**config.mk**
```make
export PLATFORM = sky130hd
export DESIGN_NAME = aq_f_spsram_ctrl
export DESIGN_NICKNAME = d
export VERILOG_FILES = /design/src/rtl/aq_f_spsram_pkg.sv /design/src/rtl/aq_f_spsram_ctrl.sv
export SDC_FILE = /design/constraint.sdc
export NUM_CORES = 1
export LEC_CHECK = 0
export BUFFER_PORTS_ARGS = -buffer_cell sky130_fd_sc_hd__buf_2
export CORE_AREA = 2 2 147 149
export DETAILED_ROUTE_END_ITERATION = 10
export DIE_AREA = 0 0 149 151
export PLACE_DENSITY_LB_ADDON = 0.2
export SYNTH_ARGS = -nofsm -noshare
export SYNTH_HDL_FRONTEND = slang
export SYNTH_SLANG_ARGS = --single-unit
```
**constraint.sdc**
```tcl
create_clock -name CLK -period 3.32 [get_ports CLK]
set_input_delay 0.332 -clock CLK [delete_from_list [all_inputs] [get_ports CLK]]
set_output_delay 0.332 -clock CLK [all_outputs]
set_load 0.005 [all_outputs]
```
**src/rtl/aq_f_spsram_pkg.sv**
```systemverilog
// Shared definitions for the single-port SRAM sequencer: state encoding,
// default geometry and SRAM pin polarities.
package aq_f_spsram_pkg;

    localparam int unsigned ADDR_WIDTH_DEF = 8;
    localparam int unsigned DATA_WIDTH_DEF = 59;

    localparam logic CEN_ACTIVE = 1'b0;
    localparam logic GWEN_WRITE = 1'b1;

    typedef enum logic {
        INIT,
        IDLE
    } state_e;

endpackage

```
**src/rtl/aq_f_spsram_ctrl.sv**
```systemverilog
// Sequencer in front of a single-port SRAM macro: zero-fills the array after reset or
// invalidate, then serves reads and bit-masked writes with a one-deep response path.
module aq_f_spsram_ctrl
    import aq_f_spsram_pkg::*;
#(
    parameter int unsigned ADDR_WIDTH = ADDR_WIDTH_DEF,
    parameter int unsigned DATA_WIDTH = DATA_WIDTH_DEF
) (
    input  logic                  CLK,
    input  logic                  RST,
    input  logic                  req_vld,
    output logic                  req_rdy,
    input  logic                  req_wr,
    input  logic [ADDR_WIDTH-1:0] req_addr,
    input  logic [DATA_WIDTH-1:0] req_wdata,
    input  logic [DATA_WIDTH-1:0] req_wmask,
    output logic                  rsp_vld,
    input  logic                  rsp_rdy,
    output logic [DATA_WIDTH-1:0] rsp_rdata,
    input  logic                  inv_req,
    output logic                  init_done,
    output logic [ADDR_WIDTH-1:0] sram_a,
    output logic                  sram_cen,
    output logic                  sram_gwen,
    output logic [DATA_WIDTH-1:0] sram_wen,
    output logic [DATA_WIDTH-1:0] sram_d,
    input  logic [DATA_WIDTH-1:0] sram_q
);

    localparam logic [ADDR_WIDTH-1:0] LAST_ADDR = '1;

    state_e                state_q, state_d;
    logic [ADDR_WIDTH-1:0] init_cnt_q, init_cnt_d;
    logic                  rsp_vld_q, rsp_vld_d;
    logic                  rsp_stall;
    logic                  req_acc;

    always_ff @(posedge CLK or posedge RST) begin
        if (RST) begin
            state_q    <= INIT;
            init_cnt_q <= '0;
            rsp_vld_q  <= 1'b0;
        end else begin
            state_q    <= state_d;
            init_cnt_q <= init_cnt_d;
            rsp_vld_q  <= rsp_vld_d;
        end
    end

    always_comb begin
        state_d    = state_q;
        init_cnt_d = init_cnt_q;
        rsp_vld_d  = rsp_vld_q;
        req_rdy    = 1'b0;
        req_acc    = 1'b0;
        sram_a     = '0;
        sram_cen   = ~CEN_ACTIVE;
        sram_gwen  = ~GWEN_WRITE;
        sram_wen   = '0;
        sram_d     = '0;
        // Q is only held while the macro is deselected, so a stalled response blocks access
        rsp_stall  = rsp_vld_q && !rsp_rdy;

        unique case (state_q)
            INIT: begin
                sram_cen   = CEN_ACTIVE;
                sram_gwen  = GWEN_WRITE;
                sram_wen   = '1;
                sram_a     = init_cnt_q;
                init_cnt_d = init_cnt_q + 1'b1;
                if (init_cnt_q == LAST_ADDR) begin
                    state_d = IDLE;
                end
            end
            IDLE: begin
                req_rdy = !inv_req && !rsp_stall;
                req_acc = req_vld && req_rdy;
                if (rsp_vld_q && rsp_rdy) begin
                    rsp_vld_d = 1'b0;
                end
                if (req_acc) begin
                    sram_cen = CEN_ACTIVE;
                    sram_a   = req_addr;
                    if (req_wr) begin
                        sram_gwen = GWEN_WRITE;
                        sram_wen  = req_wmask;
                        sram_d    = req_wdata;
                    end else begin
                        rsp_vld_d = 1'b1;
                    end
                end
                if (inv_req && !rsp_stall) begin
                    state_d    = INIT;
                    init_cnt_d = '0;
                end
            end
        endcase
    end

    assign init_done = (state_q == IDLE);
    assign rsp_vld   = rsp_vld_q;
    assign rsp_rdata = sram_q;

endmodule

```
==> impl_metrics.tcl <==
set metrics [dict create \
    status "finished clean" \
    io-pin-count 381 \
    areaGrowthSynthToFinish_pct 51.5 \
    inserted_clock_buffers 3 \
    cts_root_buffer "clkbuf_16" \
    first_global_vias 2374 \
    placed_cells 781 \
    slew_violations 0 \
    synth_cell_type_count 38 \
    critPathRequiredTime_ns 2.99 \
    time_the_final_worst_path_needs_with_i_o_delays_and_setup_ns 2.40 \
    globalplace.congestion 0.726 \
    power.density_cell_area_nw_per_um2 252 \
    worst_skew_pair.late_latency_ns 0.24 \
    ir_worst_vdd_mv 0.149 \
    insertedDiodeCount 0 \
    fmaxAchievable_mhz 416 \
    leakage_power_nw 1.95 \
    slowest_stage "dfrtp_4" \
    clk_transition_reported_paths_ns 0.04 \
    setup_viol 0 \
    startpoint_kind_of_the_worst_setup_timing_path "flip-flop" \
    grt_max_degree 60 \
    post_cts_resize_count 0 \
    drt_iter0_markers 80 \
    count_of_unresolved_drc_violations_after_routing 0 \
    tritoncts "yes" \
    grt_antenna_before_repair 0 \
    timing.slew.headroom 0.516 \
    nets 703 \
    post_drt_wl_per_cell_um 12.0 \
    postSynthCellCount 319 \
    timing_worst_setup_path_type "reg2out" \
    comb_power_share 0.451 \
    number_of_maximum_capacitance_constraint_violations 0 \
    fp.dieArea_um2 22500 \
    vias_per_instance 3.36 \
    dieWidth_um 149 \
    core_area_um2 20800 \
    path_max_fanout 59 \
    hpwlAfterDp_mm 8.07 \
    synth.ff_latch_count 10 \
    switching_share 0.338 \
    syn-cell-area_um2 2350 \
    internal-power_uw 592 \
    total_power_uw 894 \
    floorplan.rows 53 \
    ys.warnings.count 0 \
    drive_gt1_frac 0.665 \
    critical_path.endpoint_type "output pin" \
    grt_remaining_overflow 0 \
    clock_power_share 0.266 \
    firstDrtPassIters 4 \
    postCtsHoldBufs 0 \
    synth-seq-area-share 0.107 \
    clock-skew-final_ns 0.00302 \
    critical-path-top-delay-family "buffers and inverters" \
    io_buffers 262 \
    crit_buf_inv 3 \
    initial_utilization 0.113 \
    die_y_um 151 \
    via_count 2635 \
    sequentialPowerShare 0.283 \
    switching_pwr_uw 303 \
    synth.net_count 511 \
    grt_setup_unrepaired "false" \
    crit_path_cell_trace "inv_2 > nor3_4 > buf_4 > and2_1 > buf_2" \
    drt.antenna.violating_nets 0 \
    numClockSinks 10 \
    worstHoldPathType "in2async" \
    final.period_utilization 0.724 \
    instances_no_fill 785 \
    finalHoldViolCount 0 \
    synthesis.area_per_instance_um2 7.35 \
    totalNegativeSetupSlack_ns 0 \
    critical_path_arrival_ns 2.07 \
    post_cts_setup_buffers 0 \
    clock_tree.htree_level_count 1 \
    cts_buffer_depth 2 \
    critPathMaxStageDelay_ns 0.63 \
    grt_first_pass_wirelength_mm 13.1 \
    total_wirelength_mm 9.43 \
    grtUsageTotal 0.0729 \
    tightest_slew_ns 0.726 \
]
==> layout make-up <==
type / count / area, um^2
Fill cell: 2430 / 17300
Sequential cell: 10 / 254
Timing Repair Buffer: 268 / 1370
Inverter: 63 / 236
Clock buffer: 4 / 88.8
Tap cell: 275 / 344
Multi-Input combinational cell: 165 / 1260
==> cell usage in the layout (no fill, tap or decap), types with 3 or more instances in the layout <==
cell type / n
buf_4: 5
nor2_1: 3
nand2_1: 4
inv_1: 61
and2_1: 59
clkbuf_16: 3
a21oi_2: 59
a22o_1: 11
buf_2: 262
dfrtp_1: 9
o21ai_0: 3
==> flip-flops by register name (all words and copies together) (netlist names) <==
register and count:
rsp_vld 1, init_done 1, init_cnt_q 8
==> cells in the mapped netlist <==
cell type | instances | area, um^2
nor4_4 | 1 | 21.3
nand3b_1 | 1 | 7.51
nand2_1 | 4 | 15.0
o31a_1 | 1 | 8.76
nand3_1 | 2 | 10.0
nand4b_1 | 1 | 8.76
a21oi_2 | 59 | 517
xor2_1 | 1 | 8.76
a22o_1 | 11 | 96.3
nand2b_1 | 1 | 6.26
inv_1 | 61 | 229
and2_1 | 59 | 369
o31ai_1 | 1 | 7.51
ha_1 | 1 | 12.5
clkbuf_1 | 6 | 22.5
nand3b_4 | 1 | 20.0
inv_2 | 2 | 7.51
nor2b_1 | 1 | 6.26
o221ai_1 | 1 | 8.76
or3_1 | 1 | 6.26
o41ai_1 | 1 | 8.76
buf_6 | 9 | 101
clkbuf_2 | 4 | 20.0
o211ai_1 | 1 | 7.51
buf_2 | 2 | 10.0
nor3_1 | 1 | 5.00
o21ai_0 | 3 | 15.0
dfrtp_1 | 10 | 250
buf_4 | 60 | 450
mux2_2 | 1 | 11.3
nand4_1 | 1 | 6.26
mux2i_1 | 1 | 10.0
xnor2_1 | 1 | 8.76
nor3_4 | 1 | 16.3
nor2_1 | 3 | 11.3
a21oi_1 | 2 | 10.0
a21o_1 | 1 | 7.51
o21a_1 | 1 | 7.51
==> through the flow <==
step,instance area (um^2),setup slack [ns],utilization,hold slack [ns]
5_1_grt,3550,0.764,0.171,0.126
3_3_place_gp,3470,1.16,0.166,0.361
6_report,3550,0.916,0.171,0.0953
4_1_cts,3550,0.883,0.171,0.105
2_1_floorplan,2350,1.73,-,0.172
3_5_place_dp,3470,1.14,0.166,0.358
==> power by group through the flow <==
| stage | sequential, mW | clock (mW) | combinational (mW) |
|---|---|---|---|
| floorplan | 0.227 | 0 | 0.297 |
| global placement | 0.260 | 0 | 0.416 |
| detailed placement | 0.258 | 0 | 0.411 |
| CTS | 0.257 | 0.245 | 0.414 |
| global route | 0.268 | 0.250 | 0.460 |
| finish | 0.253 | 0.238 | 0.404 |
==> worst register-to-register path: stages, from the launching register on <==
cell	delay [ns]
dfrtp_4	0.63
inv_2	0.24
a21oi_1	0.42
mux2_2	0.24
==> final timing paths <==
check                      startpoint            end  slack (ns)  cells past startpoint
min                               RST  init_cnt_q[3]         0.1                      2
max reg2reg                 init_done  init_cnt_q[0]        1.73                      3
max                         init_done     sram_d[58]        0.92                      5
min reg2reg                   rsp_vld        rsp_vld        0.54                      2
min in group CLK               req_wr        rsp_vld        0.34                      2
max in group asynchronous         RST      init_done        2.88                      2
==> logic make-up after synthesis <==
| kind of cell | share of synthesized area |
|---|---|
| multiplexers | 0.00907 |
| AND/OR/NAND/NOR | 0.217 |
| adder cells (fa/ha/maj) | 0.00533 |
| flip-flops | 0.107 |
| AO/OA/AOI/OAI | 0.296 |
| buffers and inverters | 0.358 |
| XOR/XNOR | 0.00747 |
==> metal layers <==
layer,wire (um),vias up,share of wire,GRT usage
li1,-,1311,-,-
met1,3210,1137,0.34,0.0744
met2,5080,178,0.54,0.146
met3,1090,9,0.12,0.0229
met4,56,0,0.0059,0.0114
met5,0,-,0,0
No activity file was read; power rests on OpenSTA's default activity.
